File: src/rtl/spi_reg_bridge.sv
// spi_reg_bridge: turns SPI slave frames into register-bus write/read bursts.
// Define SPI_REG_BRIDGE_AUTOINC_EN to advance the address after every data word.
module spi_reg_bridge #(
  parameter int DATA_WDT = 8,
  parameter int ADDR_WDT = 7,
  parameter logic [DATA_WDT-1:0] STATUS_WORD = 'hA5
) (
  input  logic                clk,
  input  logic                reset,
  input  logic                spiStart,
  input  logic                spiEnd,
  input  logic                spiTxLoad,
  input  logic                spiRxRdy,
  input  logic [DATA_WDT-1:0] spiRxData,
  output logic [DATA_WDT-1:0] spiTxData,
  output logic [ADDR_WDT-1:0] regAddr,
  output logic                regWr,
  output logic [DATA_WDT-1:0] regWrData,
  output logic                regRd,
  input  logic [DATA_WDT-1:0] regRdData
);
  typedef enum logic [1:0] {IDLE, CMD, WRITE, READ} state_t;
  state_t state, state_n;
  logic [ADDR_WDT-1:0] ptr, ptr_n, adv_ptr, addr_n;
  logic [DATA_WDT-1:0] tx_n, wdata_n;
  logic primed, primed_n, rd_d, wr_n, rd_n;
`ifdef SPI_REG_BRIDGE_AUTOINC_EN
  assign adv_ptr = ptr + ADDR_WDT'(1);
`else
  assign adv_ptr = ptr;
`endif
  always_ff @(posedge clk or negedge reset) begin
    if (!reset) begin
      state     <= IDLE;
      ptr       <= '0;
      primed    <= 1'b0;
      rd_d      <= 1'b0;
      spiTxData <= STATUS_WORD;
      regAddr   <= '0;
      regWr     <= 1'b0;
      regWrData <= '0;
      regRd     <= 1'b0;
    end else begin
      state     <= state_n;
      ptr       <= ptr_n;
      primed    <= primed_n;
      rd_d      <= regRd;
      spiTxData <= tx_n;
      regAddr   <= addr_n;
      regWr     <= wr_n;
      regWrData <= wdata_n;
      regRd     <= rd_n;
    end
  end
  always_comb begin
    state_n  = state;
    ptr_n    = ptr;
    primed_n = primed;
    tx_n     = spiTxData;
    addr_n   = regAddr;
    wr_n     = 1'b0;
    wdata_n  = regWrData;
    rd_n     = 1'b0;
    if (spiStart) begin
      state_n  = CMD;
      primed_n = 1'b0;
      tx_n     = STATUS_WORD;
    end else begin
      case (state)
        IDLE: tx_n = STATUS_WORD;
        CMD: begin
          tx_n = STATUS_WORD;
          if (spiRxRdy) begin
            ptr_n    = spiRxData[ADDR_WDT-1:0];
            state_n  = spiRxData[DATA_WDT-1] ? READ : WRITE;
            rd_n     = spiRxData[DATA_WDT-1];
            addr_n   = spiRxData[DATA_WDT-1] ? spiRxData[ADDR_WDT-1:0] : regAddr;
            primed_n = 1'b0;
          end
        end
        WRITE: begin
          tx_n = STATUS_WORD;
          if (spiRxRdy) begin
            wr_n    = 1'b1;
            addr_n  = ptr;
            wdata_n = spiRxData;
            ptr_n   = adv_ptr;
          end
        end
        default: begin
          if (rd_d) begin
            tx_n     = regRdData;
            primed_n = 1'b1;
          end
          // a load racing the frame end would only prefetch a word nobody reads
          if (spiTxLoad && primed && !spiEnd) begin
            ptr_n    = adv_ptr;
            rd_n     = 1'b1;
            addr_n   = adv_ptr;
            primed_n = 1'b0;
          end
        end
      endcase
      if (spiEnd) begin
        state_n  = IDLE;
        primed_n = 1'b0;
        tx_n     = STATUS_WORD;
      end
    end
  end
endmodule

File: config.mk
export PLATFORM = sky130hd
export DESIGN_NAME = spi_reg_bridge
export DESIGN_NICKNAME = d
export VERILOG_FILES = /design/src/rtl/spi_reg_bridge.sv
export SDC_FILE = /design/constraint.sdc
export NUM_CORES = 1
export LEC_CHECK = 0
export BUFFER_PORTS_ARGS = -buffer_cell sky130_fd_sc_hd__buf_2
export CAP_MARGIN = 20
export CORE_MARGIN = 1.5
export CORE_UTILIZATION = 25
export CTS_BUF_LIST = sky130_fd_sc_hd__clkbuf_8
export DETAILED_ROUTE_END_ITERATION = 16
export GPL_TIMING_DRIVEN = 0
export HOLD_SLACK_MARGIN = 0.12
export PLACE_DENSITY_LB_ADDON = 0.3
export SYNTH_ARGS = -nofsm -noshare
export SYNTH_HDL_FRONTEND = slang
export SYNTH_SLANG_ARGS = --single-unit
File: constraint.sdc
create_clock -name clk -period 2.3 [get_ports clk]
set_input_delay 0.23 -clock clk [delete_from_list [all_inputs] [get_ports clk]]
set_output_delay 0.23 -clock clk [all_outputs]
set_load 0.02 [all_outputs]
# After elaboration in Yosys (flattened, before gate mapping)
# Index checks and enable logic that the tools add are counted.
# Widths: inputs -> output; s select.
# totals
inputBits	22
wordCells	61
ff_bits	36
# op_classes
n_reduce_logical	16
eq_ne	7
mux	27
bitwise	2
# op_table
operator	n
$mux 8	4
$mux 7	4
$pmux 7 s3	1
$mux 1	12
$reduce_and 3->1	3
$reduce_bool 3->1	3
$mux 2	4
$ne 2x2->1 const B	3
$reduce_and 6->1	1
$reduce_bool 5->1	1
$ne 4x4->1 const B	1
$pmux 1 s2	2
$reduce_bool 4->1	1
$ne 3x1->1 const B	1
$reduce_or 3->1	1
$eq 2x1->1 const B	1
$eq 2x2->1 const B	1
$logic_and 1x1->1	2
$logic_not 2->1	1
$not 1->1	2
$reduce_and 2->1	1
$reduce_or 2->1	1
$logic_not 1->1	1

# Depth between registers and ports, before layout
# Gate-level depths: netlist of run 1.
# logic_depth
depth_word	6
depth_mapped	5
depth_no_buf	4

# Least setup slack after synthesis of run 1
# No wires, ideal clock.
# synth_path
kind	reg-to-reg
startpoint	reg state[1]
endpoint	reg regAddr[0]
required_ps	2175
setup_time_ps	125
slack_ps	779
n_path_buf	2
stages_incl_launch_ff	6
synth_period_minus_slack_ps	1521
t_arrival_ps	1396
path_cell_list	dfrtp_1 -> buf_6 -> xnor2_1 -> a221o_1 -> buf_6 -> mux2_4
# synth_between
elab_chain_cells	3
word_cells_on_any_way	10
classes_between	eq/ne (5); mux (1); bitwise (1); reduce/logical (3)
# synth_rtl
element	line	source
start, declared	23	state_t state, state_n;
start signal, assigned	44	state <= state_n;
$eq 2x1->1, or another cell as far along	69	case (state)
$ne 2x2->1 (no line), or another cell as far along	--	
$reduce_and 6->1 (no line)	--	
end signal, assigned	49	regAddr <= addr_n;
end, declared	16	output logic [ADDR_WDT-1:0] regAddr,
# Several ways; a longest one is shown, not always the timed one.
# A chain may end at the register's enable or synchronous reset.

# Final worst setup path of run 1
# layout_path
startpoint	reg state[1]
endpoint	reg regWrData[6]
# layout_between
elab_chain_cells	2
# layout_rtl
element	line	source
$eq 2x2->1	69	
$reduce_and 3->1 (no line)	--	
end signal, assigned	51	regWrData <= wdata_n;
end, declared	18	output logic [DATA_WDT-1:0] regWrData,
# Every way passes these cells.

==> impl_summary.md, run 1 <==
Cells and area
The final layout net count is 186. Cells with a size suffix above 1 make up between 50% and 60% of the layout. The number of antenna diodes in the final layout is 0. The core occupancy in the finished layout is about a third. Leaving out filler cells and counting taps, the final layout contains between 200 and 250. The finished cells cover 0.00202 mm2.

From synthesis to final layout, the design area changed by 26.9%.

Run
The number of violations of the max-capacitance limit is 0.

Yosys
The number of flip-flops and latches in the synthesized netlist is 36. The multiplexer share of the synthesized area is approximately 27%. The fraction of the yosys area taken by sequential cells is between 50% and 60%. By area the synthesized netlist is led by sky130_fd_sc_hd__dfrtp_1, sky130_fd_sc_hd__mux2_2, sky130_fd_sc_hd__dfstp_2, sky130_fd_sc_hd__mux2_4, sky130_fd_sc_hd__mux2i_1. Of the total synthesized cell area, the portion taken by XOR and XNOR cells is less than 1%.

sky130_fd_sc_hd__dfrtp_1 takes more of the synthesized area than any other cell. Synthesis produced a netlist with a net count of ~130. The count of cell types in the netlist is 25.

The gate count of the mapped netlist is 110. The Yosys step of the flow raised 0 warnings. After synthesis the cells add up to about 0.0016 mm2. The simple-gate portion of the synthesized area is under 10%. The fraction of the mapped netlist area in compound gates is under 10%.

The area share of the leading cell type in the synthesized netlist is between 50 and 60%. The combinational family with the most area after synthesis is multiplexers. Each instance of the synthesized netlist takes up on average roughly 14 um2. Summing the areas of all fa, ha and maj instances in the mapped netlist gives 0% of the synthesized area.

Clocking
Counting along the longest clock path gives a buffer depth of 2. After clock tree synthesis, the clock-pin slew on the worst setup and hold paths is 0.08 ns. Counting the buffers created by CTS gives 5. The CTS tree is done. For the worst-skew pair, the clock arrives at the later sink with an insertion delay of 0.28 ns. Clock tree synthesis found a total of 36 sinks. CTS placed an instance of sky130_fd_sc_hd__clkbuf_8 at the clock tree root. The clock tree synthesis step divided the H-tree into 2 levels.

Die
From left edge to right edge, the die measures 82.7 um. The initial utilization of the core area, before any placement, comes to a little over a quarter. During I/O placement, the number of pins put on the boundary was between 40 and 50.

The die outline area is a little under 0.007 mm2. The region available for standard cell placement spans between 0.006 and 0.007 mm2. The number of rows created at floorplan is 28.

The die is between 80 and 90 um tall.

STA
The final worst clock skew is 0.0117 ns. The smallest clock period supported by the final layout is computed as 1.80 ns. Hold is met by 0.146 ns. The setup violation total in the final timing report is 0. Setup repair after global routing left no endpoint under its margin.

The worst-case headroom to the max-slew limit is between 40% and 50%. Once routing completed, OpenROAD measured the worst setup slack at 0.497 ns. The max-slew violation total from the final report is 0. The final setup TNS is 0 ns.

Static timing analysis puts the maximum clock frequency at 0.555 GHz. The worst path uses about 78% of the clock period. The total count of hold-check failures in the final report is 0.

The transition time at the pin with the least slew margin is 0.864 ns.

Worst hold path
The worst hold-check path type is in -> reg. The path with the worst hold slack has its endpoint at state[1]. In this run the most critical hold path is launched from spiEnd. The worst hold path was traced through 2 stages.

Pwr
The analysis attributes to cell leakage a power of between 0.9 and 1 nW. VDD sags by at most 0.000409 V. The design draws approximately 1.7 mW.

For this design the ratio of total power to cell area is 836 mW/mm2.

Placement
During placement, the flow inserted port buffers numbering 46. The HPWL after detailed placement is 2270 um. The final RePlAce weighted congestion is between 0.7 and 0.8.

The cell count after placement is about 230. The total placed instance area is between 0.0015 and 0.002 mm2. At the placement stage, the worst setup path has a slack of a little under 0.5 ns.

Worst setup path
The worst register-to-register path ends at regWrData[6]. The beginning of the worst register-to-register path is state[1]. The number of cells on the worst reg-to-reg path is 4. The critical path goes through buf_6 -> nand2_1 -> nor3_2 -> mux2_2. The worst setup path is launched from a flop.

The register-to-register setup slack is ~0.5 ns. STA puts the critical path data required time at about 2.5 ns. The library cell contributing the largest single delay on the critical path is sky130_fd_sc_hd__nor3_2.

In this design, the stage delay of the slowest critical-path cell is about 0.66 ns. The critical path is of the reg -> reg type. The worst setup path is captured at a flop.

Of all nets on the critical path, the largest fanout is 10. The signal arrival time at the worst endpoint is 1.98 ns.

Drt
The number of vias after detailed routing is 1,029. Dividing the detail-routed via count by the number of cells gives roughly 4.3. The wire length per cell is between 10 and 15 um. The first routing iteration left 26 violations. After detailed routing, the number of remaining DRC violations is 0. The detail route stage leaves a number of antenna-violating nets equal to 0. The number of iterations in the first detailed-routing pass is 4. The final wirelength is 3200 um.

GRT
The total track usage is 10.2%. Entering global routing, the biggest net connects 37 pins. The initial antenna violation count is 0. The via count of the first global-routing pass is 1,038. The routing usage on met3 is roughly 3.7%. In the global route stage, met2 resource usage came out at around 15%.

The overall overflow remaining after global route is 0. Global routing consumed, on the met1 layer, roughly 14% of the routing resources. The global routing stage identified its most utilized layer as met2.

The first global-routing pass estimated 5090 um of wire.

Status
The flow ran to the end, and the final reports show no timing, DRC or antenna violations.
==> metal layers <==
metal  vias to the layer above  wire, um
met2                        44      1290
met4                         0        14
met1                       482      1660
met5                         -         0
li1                        501         -
met3                         2       236
==> final cells by class <==
class / instances / area [um2]
repair buffers: 47 / 240
well taps: 75 / 93.8
clock inverters: 2 / 11.3
plain buffers: 5 / 48.8
flip-flops and latches: 36 / 906
fillers: 614 / 4010
clock buffers: 6 / 82.6
inverters: 2 / 7.51
multi-input cells: 67 / 627
==> layout by cell type, fill, tap and decap left out, drive strengths merged, types with 2 or more instances in the layout <==
master,instances
buf,50
dfrtp,32
mux2,29
mux2i,8
clkbuf,7
nand2,6
nor2,5
dfstp,4
inv,3
nand3,3
a21oi,2
o21ai,2
nor3,2
==> worst max-delay path by stage <==
stage	cells past startpoint	startpoint	slack [ns]	endpoint
after floorplan	5	state[1]	0.78	regAddr[0]
after global placement	4	state[1]	0.51	regWrData[6]
after detailed placement	4	state[1]	0.50	regWrData[4]
after CTS	4	state[1]	0.49	regWrData[7]
after global routing	4	state[1]	0.37	regWrData[7]
final	4	state[1]	0.50	regWrData[6]
==> worst max-delay path, delay by kind of cell (launching register included) <==
kind,cells,cell delay [ns]
buf+inv,1,0.16
mux,1,0.41
flops,1,0.39
simple gates,2,0.74
==> repair_timing <==
action | 4_1_cts | 5_1_grt
gates resized for setup | 0 | 0
hold buffers | 1 | 0
hold endpoints to repair | 32 | 0
setup buffers | 0 | 0
==> where the power goes <==
group          total, mW  internal [mW]  switching, mW
Clock              0.462          0.239          0.223
Sequential         0.793          0.740         0.0528
Combinational      0.430          0.215          0.216
Total               1.69           1.19          0.492
==> cells by family (layout without fill, tap and decap cells) <==
kind of cell | Yosys count | in the layout
compound gates | 9 | 9
xor+xnor | 1 | 1
buf+inv | 7 | 62
flops | 36 | 36
mux | 37 | 37
simple gates | 20 | 20
==> cell usage after synthesis <==
library cell and number:
sky130_fd_sc_hd__dfrtp_1 32, sky130_fd_sc_hd__mux2_2 22, sky130_fd_sc_hd__mux2i_1 8, sky130_fd_sc_hd__mux2_4 7, sky130_fd_sc_hd__nand2_1 6, sky130_fd_sc_hd__nor2_1 5
sky130_fd_sc_hd__buf_6 4, sky130_fd_sc_hd__dfstp_2 4, sky130_fd_sc_hd__nand3_1 3, sky130_fd_sc_hd__a21oi_1 2, sky130_fd_sc_hd__inv_1 2, sky130_fd_sc_hd__o21ai_0 2
sky130_fd_sc_hd__a21o_2 1, sky130_fd_sc_hd__a221o_1 1, sky130_fd_sc_hd__a32o_1 1, sky130_fd_sc_hd__and2b_2 1, sky130_fd_sc_hd__and3_2 1, sky130_fd_sc_hd__clkbuf_1 1
sky130_fd_sc_hd__nand2b_1 1, sky130_fd_sc_hd__nor3_1 1, sky130_fd_sc_hd__nor3_2 1, sky130_fd_sc_hd__nor4b_4 1, sky130_fd_sc_hd__o211a_1 1, sky130_fd_sc_hd__o311ai_0 1
sky130_fd_sc_hd__xnor2_1 1
==> registers in the layout, summed over array words and instances, names as in the netlist <==
register,flops
regWr,1
regAddr,7
regRd,1
primed,1
spiTxData,8
regWrData,8
rd_d,1
state,2
adv_ptr,7
(Power assumes the default switching activity.)
==> run 2: changes to the inputs <==
==> constraint.sdc (replaced) <==
create_clock -name clk -period 1.8 [get_ports clk]
set_input_delay 0.18 -clock clk [delete_from_list [all_inputs] [get_ports clk]]
set_output_delay 0.18 -clock clk [all_outputs]
set_load 0.02 [all_outputs]
==> run 2 against run 1 <==
  * Utilization is 0.27 points higher
  * Via count is 0.39% higher
  * Critical path depth is 1 lower
==> impl_summary.md, run 2 (same netlist as run 1, synthesis figures left out) <==
Status
The run finished with clean final reports.

Clocking
The post-CTS repair timing setup buffer count came to 0 (unchanged). The clock net sink count is 36 (unchanged). TritonCTS built the clock tree. The source-to-sink clock delay at the later pin of the worst-skew pair is 0.28 ns (about the same). The number of CTS-inserted buffers is 5 (unchanged). The clock-pin slew of the registers on the worst-case setup and hold paths was 0.08 ns (about the same).

The root buffer cell is sky130_fd_sc_hd__clkbuf_8. The count of H-tree levels built during CTS is 2 (unchanged). The number of buffers between clock root and the deepest sink is 2 (unchanged).

Drt
The DRC violation count after routing came to 0 (unchanged). The wire length per cell is 13.3 um (-0.29%). The final wirelength is 3210 um (+0.12%).

The number of iterations in the first detailed-routing pass is 4 (unchanged). The number of antenna-violating nets in the routed design was 0 (unchanged). The number of vias after detailed routing is 1,033 (+0.39%). The via density per instance is 4.29 (about the same). The iteration-0 DRC count of the detailed router is 20 (-23%).

Cells and area
The non-filler instance count after layout is 241 (+0.42%). The core occupancy in the finished layout is 33.7% (+0.27 points). The final layout net count came to 187 (+0.54%). The leading cell type in the layout, fill and taps excluded is sky130_fd_sc_hd__buf_2. The share of cells above drive strength 1 is 57.2% (-0.35 points).

The number of inserted diodes came to 0 (unchanged). The top cell types in the final layout, fill and taps aside, are sky130_fd_sc_hd__buf_2, sky130_fd_sc_hd__dfrtp_1, sky130_fd_sc_hd__mux2_2. The synthesis-to-finish area growth is 28.0%. In the final layout, the registers with the most flip-flops are regWrData (8), spiTxData (8).

STA
The final setup TNS is 0 ns (unchanged). The transition time at the pin with the least slew margin is 0.803 ns (-0.0603 ns). The max-slew violation total from the final report is 0 (unchanged). The final worst clock skew is 0.0115 ns (-0.000207 ns). The total count of hold-check failures in the final report is 0 (unchanged).

Setup repair after global routing left no endpoint under its margin. The share of the cycle needed by the critical path after routing was 92.5% (+14 points). The upper clock frequency limit is 0.600 GHz (+8.3%). The worst setup margin is 0.135 ns (-0.363 ns). The final critical-path required period is 1.67 ns (-0.137 ns).

The setup violation total in the final timing report is 0 (unchanged). The hold slack is 0.138 ns (-0.00801 ns). The worst-case headroom to the max-slew limit was 46.4% (+4.3 points).

Placement
The final RePlAce weighted congestion is 0.775 (unchanged). The post-detailed-placement half-perimeter wirelength is 2270 um (unchanged). The cell count after placement is 231 (unchanged). The worst setup slack after placement is -0.00383 ns (-0.500 ns). The port buffer count is 46 (unchanged).

Worst hold path
The worst min-delay path startpoint is regRdData[5]. The worst hold-check path type is in -> reg.

GRT
The initial antenna violation count came to 0 (unchanged). The pin count of the biggest net entering global routing is 37 (unchanged). The first-pass GRT wire length is 5090 um (unchanged). The total track usage was 10.2% (about the same).

The via count of the first global-routing pass is 1,038 (unchanged). The overall overflow remaining after global route is 0 (unchanged).

Pwr
The worst voltage drop across the vdd grid was 0.000522 V (+28%). The power density over the cells is 1060 mW/mm2 (+27%). The leakage power figure was 0.978 nW (+0.84%).

Worst setup path
The peak fanout along the critical path is 10 (unchanged). The kind of end point of the critical path is a flop. The worst setup path category is reg -> reg. The beginning of the worst register-to-register path is state[1]. The required time reported for the critical path endpoint is 1.97 ns (-0.50 ns).

STA classifies the critical path startpoint as a flop. The most critical setup path has its startpoint at state[1]. The signal arrival time at the worst endpoint came to 1.83 ns (-0.15 ns).

Die
The floorplan die height is 82.7 um (unchanged). The number of ports placed on the die boundary is 47 (unchanged). The number of rows created at floorplan is 28 (unchanged). The initial core utilization is 26.4% (unchanged). The horizontal die dimension is 82.7 um (unchanged). The core region area is 0.00603 mm2 (unchanged). The die outline area is 0.00684 mm2 (unchanged).

Run
The number of violations of the max-capacitance limit was 0 (unchanged).
## run 2: cell count changes in the layout (fill, tap and decap cells not counted), sizes merged
cell / change
dlygate4sd3: +1
## run 2: layer usage
metal / vias to the layer above / wire (um) / global-route usage [%]
li1: 502 / - / -
met2: 42 / 1300 / 14.8
met4: 0 / 14 / 3.50
met5: - / 0 / 0
met3: 2 / 229 / 3.63
met1: 487 / 1660 / 13.9
## run 2: critical path, cell delays in order, from the launching register on
cell	delay [ns]
sky130_fd_sc_hd__dfrtp_1	0.41
sky130_fd_sc_hd__buf_6	0.15
sky130_fd_sc_hd__nor4b_4	0.59
sky130_fd_sc_hd__mux2_2	0.41
## run 2: final cells by class
class	instances	area, um2
inverters	2	7.51
repair buffers	48	250
clock inverters	2	11.3
flip-flops and latches	36	906
clock buffers	6	82.6
multi-input cells	67	633
well taps	75	93.8
fillers	612	3990
plain buffers	5	48.8
## run 2: timing repair
item                                   in CTS  in global routing
hold buffers                                2                  0
endpoints found under the hold margin      33                  0
setup endpoints to repair                   8                  0
gates resized for setup                     1                  0
## run 2: power by group
group / switching, mW / internal (mW) / total [mW]
clock network: 0.285 / 0.306 / 0.591
registers: 0.0675 / 0.946 / 1.01
logic: 0.276 / 0.276 / 0.552
## run 2: stage by stage
stage | area (um2) | power (mW)
6_report | 2030 | 2.16
5_1_grt | 2030 | 2.28
4_1_cts | 2030 | 2.19
3_5_place_dp | 1910 | 1.58
3_3_place_gp | 1910 | 1.57
2_1_floorplan | 1590 | 1.39
## run 2: worst paths after layout
kind | endpoint | slack [ns] | depth (start not counted)
worst max-delay path | adv_ptr[0] | 0.13 | 3
worst min-delay path | spiTxData[5] | 0.14 | 3
worst max register to register | adv_ptr[0] | 0.13 | 3
worst min register to register | rd_d | 0.39 | 0
max in group asynchronous | regRd | 0.76 | 2
min in group asynchronous | spiTxData[3] | 0.53 | 2
==> run 3: changes to the inputs <==
--- a/config.mk
+++ b/config.mk
@@ -13,7 +13,6 @@
 export DETAILED_ROUTE_END_ITERATION = 16
 export GPL_TIMING_DRIVEN = 0
 export HOLD_SLACK_MARGIN = 0.12
-export PLACE_DENSITY_LB_ADDON = 0.3
 export SYNTH_ARGS = -nofsm -noshare
 export SYNTH_HDL_FRONTEND = slang
 export SYNTH_SLANG_ARGS = --single-unit
==> run 3 against run 2 <==
  * Sequential power about the same
  * Register-to-register slack got worse by 0.02 ns
  * Critical endpoint is now adv_ptr[4]
  * Sequential share of layout area decreased by 0.83 points
  * Non-clock buffer count increased by 4
  * Sequential cell count unchanged
  * Final cell count increased by 1.7%
  * Die area unchanged
==> impl_summary.md, run 3 (same netlist as run 1, synthesis figures left out) <==
STA
The setup violation total in the final timing report is 0 (unchanged). The total count of hold-check failures in the final report is 0 (unchanged). The transition time at the pin with the least slew margin came to 0.790 ns (-0.0131 ns). The max-slew violation total from the final report is 0 (unchanged). The final critical-path required period is 1.69 ns (+0.0241 ns). The worst-case headroom to the max-slew limit came to 47.3% (+0.87 points). The share of the cycle needed by the critical path after routing came to 93.9% (+1.3 points). The upper clock frequency limit is 0.592 GHz (-1.4%).

The final worst clock skew is 0.00642 ns (-0.00512 ns). Setup repair after global routing left no endpoint under its margin. The final setup TNS is 0 ns (unchanged).

Pwr
The worst voltage drop across the vdd grid was 0.000456 V (-13%). The share of power burned in registers is 47.1% (about the same). The total net switching power was 624 uW (-0.77%). The cell-internal power was 1.53 mW (+0.37%). The power density over the cells is 1040 mW/mm2 (-1.8%). The net switching fraction of the power was 28.9% (-0.24 points). The clock network power share came to 27.3% (about the same). The leakage power figure is 0.998 nW (+1.9%).

The overall power of the completed layout is 2.16 mW (about the same). The fraction of power consumed by combinational cells is 25.6% (about the same).

Worst setup path
The register-to-register setup slack came to 0.11 ns (-0.02 ns). The worst flop-to-flop path endpoint is adv_ptr[4]. The peak fanout along the critical path is 10 (unchanged). The worst setup path is of the reg -> reg kind.

The number of cells on the worst reg-to-reg path was 3 (unchanged). The largest incremental delay on the critical path was 0.63 ns (+0.04 ns). The signal arrival time at the worst endpoint was 1.86 ns (+0.03 ns).

The worst setup path is captured at a flop. The beginning of the worst register-to-register path is state[1]. The required time reported for the critical path endpoint was 1.97 ns (about the same). The signal on the critical path passes through buf_6 -> nor4b_4 -> mux2_2.

The slowest stage of the critical path is the sky130_fd_sc_hd__nor4b_4 cell. STA classifies the critical path startpoint as a flop.

Clocking
The number of buffers between clock root and the deepest sink is 2 (unchanged). The number of CTS-inserted buffers came to 5 (unchanged). TritonCTS built the clock tree. The root buffer cell is sky130_fd_sc_hd__clkbuf_8. The source-to-sink clock delay at the later pin of the worst-skew pair is 0.28 ns (about the same).

The clock-pin slew of the registers on the worst-case setup and hold paths is 0.07 ns (about the same). The count of H-tree levels built during CTS is 2 (unchanged). The clock net sink count is 36 (unchanged).

Run
The number of violations of the max-capacitance limit is 0 (unchanged).

GRT
The total track usage came to 10.5% (+0.33 points). The pin count of the biggest net entering global routing is 37 (unchanged). The overall overflow remaining after global route is 0 (unchanged). The first-pass GRT wire length is 5230 um (+2.7%). The initial antenna violation count was 0 (unchanged). The via count of the first global-routing pass came to 1,063 (+2.4%).

Drt
The wire length per cell is 13.5 um (+1.7%). The iteration-0 DRC count of the detailed router is 50 (+150%). The number of vias after detailed routing is 1,054 (+2.0%).

The DRC violation count after routing is 0 (unchanged). The final wirelength came to 3310 um (+3.3%). The number of antenna-violating nets in the routed design was 0 (unchanged). The via density per instance came to 4.30 (+0.37%). The number of iterations in the first detailed-routing pass is 2 (-2).

Placement
The post-detailed-placement half-perimeter wirelength is 2280 um (+0.49%). The cell count after placement is 231 (unchanged). The final RePlAce weighted congestion was 0.736 (-5.0%). The port buffer count is 46 (unchanged).

Worst hold path
In this run the worst hold path is classified as in -> reg. The hold path endpoint is spiTxData[6]. The worst min-delay path startpoint is regRdData[6]. The count of cells along the worst hold path is 3 (unchanged).

Status
The run finished with clean final reports.

Cells and area
The share of cells above drive strength 1 was 56.5% (-0.76 points). In the final layout, the registers with the most flip-flops are regWrData (8), spiTxData (8). The number of inserted diodes is 0 (unchanged). The top cell types in the final layout, fill and taps aside, are sky130_fd_sc_hd__buf_2, sky130_fd_sc_hd__dfrtp_1, sky130_fd_sc_hd__mux2_2. The final layout net count is 191 (+2.1%). The non-filler instance count after layout was 245 (+1.7%). The synthesis-to-finish area growth is 30.4%. The leading cell type in the layout, fill and taps excluded is sky130_fd_sc_hd__buf_2.

Die
The number of ports placed on the die boundary is 47 (unchanged). The number of rows created at floorplan is 28 (unchanged). The die outline area is 0.00684 mm2 (unchanged). The floorplan die height is 82.7 um (unchanged).

The core region area came to 0.00603 mm2 (unchanged). The horizontal die dimension is 82.7 um (unchanged). The initial core utilization came to 26.4% (unchanged).
run 3: cell count changes in the layout (fill, tap and decap cells not counted), sizes merged:
| cell | delta |
|---|---|
| dlygate4sd3 | +4 |
| clkinv | +2 |
| inv | -1 |
| clkinvlp | -1 |
run 3: final cells by class:
cell class,count,area (um2)
Buffer,5,48.8
Clock buffer,6,82.6
Multi-Input combinational cell,67,633
Timing Repair Buffer,52,290
Tap cell,75,93.8
Sequential cell,36,906
Inverter,2,7.51
Clock inverter,2,10.0
Fill cell,614,3950
run 3: how the worst max path moves through the flow:
stage | from | slack [ns] | cells past startpoint | endpoint
final | state[1] | 0.11 | 3 | adv_ptr[4]
after CTS | state[1] | 0.06 | 3 | adv_ptr[4]
after floorplan | state[1] | 0.28 | 5 | regAddr[0]
after global placement | state[1] | -0.008 | 4 | regWrData[1]
after detailed placement | state[1] | -0.05 | 4 | regWrData[5]
after global routing | state[1] | 0.02 | 3 | adv_ptr[4]
run 3: what timing repair did:
item / in CTS / in global routing
resized for setup: 1 / 0
hold buffers: 6 / 0
setup buffers: 0 / 0
setup endpoints to repair: 8 / 0
endpoints found under the hold margin: 37 / 0
run 3: power groups by stage:
| stage | registers, mW | clock network [mW] | logic [mW] |
|---|---|---|---|
| after floorplan | 1.15 | 0 | 0.240 |
| after global placement | 1.03 | 0 | 0.544 |
| after detailed placement | 1.03 | 0 | 0.550 |
| after CTS | 1.02 | 0.619 | 0.564 |
| after global routing | 1.03 | 0.661 | 0.595 |
| final | 1.02 | 0.589 | 0.553 |
run 3: critical path: cells and delay by family (launching register included):
kind / cells / cell delay (ns)
AND/OR/NAND/NOR: 1 / 0.63
multiplexers: 1 / 0.41
flip-flops: 1 / 0.40
buffers and inverters: 1 / 0.15
run 3: layer usage:
layer / GRT usage, % / part of all wire [%] / wire length, um
met3: 3.74 / 7.3 / 243
met2: 16.5 / 45 / 1480
met4: 3.00 / 0.39 / 13
met1: 13.6 / 47 / 1570
met5: 0 / 0 / 0
run 3: through the flow:
stage                     hold WS [ns]  area [um2]  utilization, %  setup slack, ns
after floorplan                 -0.116        1590               -            0.279
after global placement           0.322        1910            31.7         -0.00841
after detailed placement         0.321        1910            31.7          -0.0508
after CTS                        0.140        2070            34.4           0.0562
after global routing             0.146        2070            34.4           0.0231
final                            0.154        2070            34.4            0.111
